<file path="src/rtl/core_pkg.sv">
// core_pkg: shared bus types, error-cause struct and bit indices.
package core_pkg;
  localparam int BUS_ERR_TRAP = 0;
  localparam int BUS_ERR_UNMAPPED = 1;
  localparam int BUS_ERR_MULTI = 2;
  localparam int BUS_ERR_TIMEOUT = 3;
  typedef struct packed {
    logic timeout;
    logic multi;
    logic unmapped;
    logic trap;
  } bus_err_cause_t;
  typedef enum logic {IDLE, ACTIVE} bus_state_t;
endpackage

</file>
<file path="src/rtl/bus_err_trap.sv">
// bus_err_trap: sticky bus-error flag with cause accumulation and first-address capture.
module bus_err_trap
  import core_pkg::*;
(
  input  logic           clk,
  input  logic           rst,
  input  logic           clr,
  input  bus_err_cause_t ev,
  input  logic [31:0]    a,
  input  logic [31:0]    cyc_a,
  output logic           error,
  output bus_err_cause_t cause,
  output logic [31:0]    err_a
);
  logic           error_q, error_d;
  bus_err_cause_t cause_q, cause_d;
  logic [31:0]    err_a_q, err_a_d;
  logic           any_ev;
  // clear is applied first so an event in the same cycle reloads the registers
  always_comb begin
    any_ev = |ev;
    error_d = (clr ? 1'b0 : error_q) | any_ev;
    cause_d = bus_err_cause_t'((clr ? 4'b0 : cause_q) | ev);
    err_a_d = clr ? 32'h0 : err_a_q;
    if (any_ev && (clr || !error_q)) err_a_d = ev.trap ? a : cyc_a;
  end
  always_ff @(posedge clk) begin
    if (rst) begin
      error_q <= 1'b0;
      cause_q <= '0;
      err_a_q <= '0;
    end else begin
      error_q <= error_d;
      cause_q <= cause_d;
      err_a_q <= err_a_d;
    end
  end
  assign error = error_q;
  assign cause = cause_q;
  assign err_a = err_a_q;
endmodule

</file>
<file path="src/rtl/cpu_bus_mux.sv">
// cpu_bus_mux: V810 read-data/READYn return mux with cycle FSM, forced termination and error trap.
module cpu_bus_mux
  import core_pkg::*;
#(
  parameter int                  NSLV      = 5,
  parameter int                  DW        = 32,
  parameter int                  TO_CYCLES = 1024,
  parameter int                  NTRAP     = 2,
  parameter logic [NTRAP*32-1:0] TRAP_A    = {32'hFFFFFF90, 32'hFFFFFFD0}
) (
  input  logic               CLK,
  input  logic               RES,
  input  logic               CE,
  input  logic               BCYSTn,
  input  logic               MRQn,
  input  logic               RW,
  input  logic [31:0]        A,
  input  logic [NSLV-1:0]    SLV_CEn,
  input  logic [NSLV*DW-1:0] SLV_DO,
  input  logic [NSLV-1:0]    SLV_READYn,
  output logic [DW-1:0]      CPU_DI,
  output logic               CPU_READYn,
  output logic               BUSY,
  input  logic               ERR_CLR,
  output logic               ERROR,
  output logic [3:0]         ERR_CAUSE,
  output logic [31:0]        ERR_A
);
  localparam int SW = NSLV > 1 ? $clog2(NSLV) : 1;
  localparam int WW = $clog2(TO_CYCLES);
  bus_state_t     state_q, state_d;
  logic [WW-1:0]  wcnt_q, wcnt_d;
  logic [31:0]    cyc_a_q, cyc_a_d;
  logic [NSLV-1:0] cs;
  logic [SW-1:0]  sel;
  logic           active, hit, multi, to_hit, rdy, trap_hit;
  bus_err_cause_t ev, cause;
  logic           unused_rw;
  assign unused_rw = RW;
  always_comb begin
    cs = ~SLV_CEn;
    sel = '0;
    for (int i = NSLV - 1; i >= 0; i--) if (cs[i]) sel = SW'(i);
    trap_hit = 1'b0;
    for (int i = 0; i < NTRAP; i++) if (A == TRAP_A[i*32 +: 32]) trap_hit = 1'b1;
  end
  assign active = state_q == ACTIVE;
  assign hit = |cs;
  assign multi = |(cs & (cs - NSLV'(1)));
  assign to_hit = wcnt_q == WW'(TO_CYCLES - 1);
  assign rdy = active & (~hit | ~SLV_READYn[sel] | to_hit);
  assign CPU_READYn = ~rdy;
  assign CPU_DI = (active & hit) ? SLV_DO[sel*DW +: DW] : '0;
  assign BUSY = active;
  always_comb begin
    state_d = state_q;
    wcnt_d = wcnt_q;
    cyc_a_d = cyc_a_q;
    if (CE) begin
      if (!active || rdy) begin
        state_d = BCYSTn ? IDLE : ACTIVE;
        wcnt_d = '0;
        cyc_a_d = BCYSTn ? cyc_a_q : A;
      end else begin
        wcnt_d = wcnt_q + WW'(1);
      end
    end
  end
  // timeout is only a cause when it actually forces the end
  always_comb begin
    ev.trap = CE & ~BCYSTn & ~MRQn & trap_hit;
    ev.unmapped = CE & active & ~hit;
    ev.multi = CE & active & multi;
    ev.timeout = CE & active & hit & SLV_READYn[sel] & to_hit;
  end
  always_ff @(posedge CLK) begin
    if (RES) begin
      state_q <= IDLE;
      wcnt_q <= '0;
      cyc_a_q <= '0;
    end else begin
      state_q <= state_d;
      wcnt_q <= wcnt_d;
      cyc_a_q <= cyc_a_d;
    end
  end
  bus_err_trap u_trap (
    .clk  (CLK),
    .rst  (RES),
    .clr  (ERR_CLR),
    .ev   (ev),
    .a    (A),
    .cyc_a(cyc_a_q),
    .error(ERROR),
    .cause(cause),
    .err_a(ERR_A)
  );
  assign ERR_CAUSE = cause;
endmodule

</file>
<file path="config.mk">
export PLATFORM = sky130hd
export DESIGN_NAME = cpu_bus_mux
export DESIGN_NICKNAME = d
export VERILOG_FILES = /design/src/rtl/core_pkg.sv /design/src/rtl/bus_err_trap.sv /design/src/rtl/cpu_bus_mux.sv
export SDC_FILE = /design/constraint.sdc
export NUM_CORES = 1
export LEC_CHECK = 0
export BUFFER_PORTS_ARGS = -buffer_cell sky130_fd_sc_hd__buf_2
export CAP_MARGIN = 20
export CORE_MARGIN = 8
export CORE_UTILIZATION = 43
export DETAILED_ROUTE_END_ITERATION = 16
export PLACE_DENSITY_LB_ADDON = 0.08
export REMOVE_ABC_BUFFERS = 1
export SKIP_CTS_REPAIR_TIMING = 1
export SLEW_MARGIN = 10
export SYNTH_ARGS = -nofsm -noshare
export SYNTH_HDL_FRONTEND = slang
export SYNTH_HIERARCHICAL = 1
export SYNTH_SLANG_ARGS = --single-unit
</file>
<file path="constraint.sdc">
create_clock -name CLK -period 3.4 [get_ports CLK]
set_input_delay 0 -clock CLK [delete_from_list [all_inputs] [get_ports CLK]]
set_output_delay 0 -clock CLK [all_outputs]
set_load 0.01 [all_outputs]
</file>
==> results by group <==
Timing
  • Final worst-path setup slack: ~0.18 ns
  • Part of the cycle the worst path needs: 94.8%
  • # setup viols final: 0
  • Setup repair after global routing missed its margin: no
  • Number of slew-limit violations in the final report: 0
  • Number of failing hold endpoints at the final stage: 0
  • Final sum of negative setup slack: 0 ns
  • Max-Slew Margin vs Limit: between 30% and 40%
  • Worst clock skew: roughly 0.012 ns
  • Max Freq: ~310 MHz
  • Hold_ws: around 0.043 ns
  • Clock period minus final worst setup slack: around 3.2 ns
  • Pin slew with the least headroom to its limit: between 1 and 1.5 ns

Clock network
  • CTS Sinks: 80
  • Clock transition time at the flip-flop clock pins of the worst setup and hold paths: ~0.06 ns
  • Worst-skew pair later-pin latency: 0.34 ns
  • CTS tree: built
  • # H-tree levels: 3
  • Clock root cell: clkbuf_16
  • Number of buffers created by CTS: 9
  • Maximum buffer depth of the clock tree: 2

Critical path
  • Slowest stage delay, CP: approximately 0.70 ns
  • Reg2Reg Depth: 8
  • Max FO, Critical Path: 25
  • Startpoint-to-endpoint class of the critical path: input port to register
  • Worst r2r dst: u_trap/err_a[23]$_SDFFE_PP0P_
  • Kind of capture point of the worst setup path: register
  • Worst path cell trace: dlygate4sd3_1, buf_2, or4b_2, nor4_1, nand3_1, nor4_2, buf_12, nor4_4, buf_4, nor4_1, a41o_1
  • Worst setup SP type: input port
  • Setup slack on the worst flop-to-flop path: approximately 0.80 ns
  • Slowest cell on the critical path: or4b_2
  • Worst EP required: roughly 3.7 ns
  • Most repeated library cell on the critical path: nor4_1
  • CP Data Arrival Time: 3.50 ns
  • Worst reg2reg startpoint: wcnt_q[0]$_SDFFE_PP0P_

Drt
  • Drt initial violations: 406
  • Total number of vias: about 5900
  • Vias per cell: between 5 and 6
  • Count of TritonRoute iterations in the first routing pass: 5
  • Remaining design rule violation count: 0
  • Drt total wl: ~20 mm
  • Number of nets still failing antenna checks after routing: 0
  • Average detailed-routed wire length per instance: roughly 21 um

Synthesis
  • Cell taking the most area after synthesis: dfxtp_1
  • Simple-gate area share of the yosys netlist: between 15 and 20%
  • Largest family of logic cells by synthesized area: compound AO/OA/AOI/OAI gates
  • Post-synthesis area per instance: just under 9 sq um
  • Fraction of synthesized cell area in xor and xnor cells: under 10%
  • Top area cells in the synthesized netlist: dfxtp_1 (32%), mux2i_1 (12%), a211oi_1 (8.2%), a41o_1 (6.4%), a22o_1 (5.6%)
  • Top cell type's share of synthesized area: approximately a third
  • Share of the synthesized area in compound gates (AO/OA/AOI/OAI): around 30%
  • Multiplexer share of the synthesized area: between 10 and 15%
  • Synth Register Bits: 80
  • Synth warnings: 6
  • Synthesized area: slightly below 5000 sq um
  • Number of enable flip-flop cells after synthesis: 0
  • Post-synthesis sequential area ratio: between 30% and 40%
  • Adder-cell share of the synthesized area: less than 1%
  • Synthesized netlist cell count: between 500 and 600
  • Primary flip-flop cell chosen by synthesis mapping: dfxtp_1
  • Share of async-settable or async-resettable flops after synthesis: 0%
  • Distinct cell type count after synthesis: 49

Min path
  • Min-delay worst type: input port to register
  • Worst Hold Path EP: u_trap/error$_SDFF_PP0_
  • Min-delay src: ERR_CLR
  • Worst hold path stage count: 3

Die
  • Initial core utilization: 43.7%
  • Core area: ~11000 sq um
  • I/O pin cnt: 280
  • Vertical extent of the die: 124 um
  • Std-Cell Rows: 39
  • Die footprint: 15300 sq um
  • Die W: about 120 um

Power
  • Final total power: 2.39 mW
  • Peak supply drop: roughly 0.50 mV
  • Sw Pwr: ~670 uW
  • Switching share of total power: approximately 28%
  • Power per cell area: about 340 nW/um^2
  • Cell-internal power: ~1.7 mW
  • Sequential power share: approximately two fifths
  • Power share of the combinational group: approximately 22%
  • Clock network power share: 37.2%
  • P_leak: about 3.3 nW

Place
  • Pre-CTS worst setup slack: ~0.43 ns
  • Number of cells in the design after placement: about 940
  • DPL Wire Length: between 10 and 15 mm
  • Placer Congestion: 0.959
  • I/O Buffers: roughly 280

Cells and area
  • Most frequent cells in the layout: buf_2 (278), dfxtp_1 (80), mux2i_1 (59)
  • Cell Count, Final, Fillers Out: 990
  • Leading cell type in the layout, fill and taps excluded: buf_2
  • Fraction of final layout cells sized beyond drive strength 1: 39.0%
  • Final Net Count: approximately 1100
  • Area grow syn2layout: 42.2%

Global route
  • Largest net degree at the start of global routing: just under 60
  • Vias in the first global route: 5818
  • Antenna violations before repair: 5
  • Wire length of the first global-routing pass: between 30 and 40 mm
  • Global-route usage over all layers: approximately a quarter
  • Global-route congestion overflow total: 0

Run
  • Number of maximum-capacitance violations: 0

Run status
  • Status: finished clean
==> registers in the layout, indices dropped and copies added (netlist names) <==
name	flops
cyc_a_q	32
wcnt_q	10
u_trap/error	1
u_trap/cause	4
BUSY	1
u_trap/err_a	32
==> critical path, delay by kind of cell <==
family	cells	cell delay, ns
buf+inv	4	1.19
compound gates	1	0.14
simple gates	6	2.13
==> worst max path at each step <==
stage / start / end
3_5_place_dp: A[0] / u_trap/err_a[3]$_SDFFE_PP0P_
4_1_cts: A[0] / u_trap/err_a[28]$_SDFFE_PP0P_
5_1_grt: A[0] / u_trap/err_a[28]$_SDFFE_PP0P_
2_1_floorplan: A[0] / u_trap/err_a[0]$_SDFFE_PP0P_
3_3_place_gp: A[0] / u_trap/err_a[6]$_SDFFE_PP0P_
6_report: A[0] / u_trap/err_a[23]$_SDFFE_PP0P_
==> per-stage QoR <==
stage	cell area (sq um)	utilization, %
2_1_floorplan	4660	-
3_3_place_gp	6400	56.3
3_5_place_dp	6400	56.3
4_1_cts	6670	58.7
5_1_grt	7070	62.1
6_report	7070	62.1
==> cells by family after synthesis <==
family                   count (synthesis)
AO/OA/AOI/OAI                          199
XOR/XNOR                                 7
adder cells (fa/ha/maj)                  1
buffers and inverters                   67
flip-flops                              80
multiplexers                            64
AND/OR/NAND/NOR                        144
==> layout make-up <==
class | instances | area (sq um)
antenna | 3 | 7.51
tap | 143 | 179
fill | 1000 | 4300
inverter | 5 | 18.8
timing repair buffer | 329 | 1910
clock buffer | 10 | 239
sequential | 80 | 1600
multi-input combinational | 415 | 3080
clock inverter | 5 | 33.8
==> layer usage <==
| layer | up-vias | part of all wire [%] | track usage, % |
|---|---|---|---|
| li1 | 2782 | - | - |
| met5 | - | 0.11 | 0 |
| met2 | 252 | 48 | 41.5 |
| met3 | 41 | 8.3 | 7.63 |
| met1 | 2807 | 42 | 31.8 |
| met4 | 4 | 2.3 | 8.05 |
==> synthesized netlist by cell type (2+ instances only) <==
| cell | n |
|---|---|
| a211oi_1 | 54 |
| a21oi_1 | 41 |
| a22o_1 | 32 |
| a41o_1 | 32 |
| and2_1 | 2 |
| and3_1 | 2 |
| buf_1 | 7 |
| buf_2 | 16 |
| buf_4 | 10 |
| buf_6 | 3 |
| clkbuf_1 | 26 |
| dfxtp_1 | 80 |
| inv_1 | 4 |
| mux2i_1 | 59 |
| mux4_2 | 5 |
| nand2_1 | 22 |
| nand2b_1 | 3 |
| nand3_1 | 31 |
| nand4_1 | 9 |
| nand4b_1 | 2 |
| nor2_1 | 23 |
| nor2b_1 | 2 |
| nor3b_1 | 3 |
| nor4_1 | 34 |
| o21ai_0 | 21 |
| o21ai_1 | 10 |
| or3_1 | 2 |
| xnor2_1 | 3 |
| xor2_1 | 4 |
==> power by group through the flow <==
stage | Clock [mW] | Sequential [mW] | Combinational (mW)
2_1_floorplan | 0 | 0.996 | 0.234
3_3_place_gp | 0 | 0.997 | 0.473
3_5_place_dp | 0 | 0.998 | 0.483
4_1_cts | 0.900 | 0.978 | 0.485
5_1_grt | 0.939 | 0.981 | 0.572
6_report | 0.890 | 0.978 | 0.526
Power figures use the tool's default switching activity.
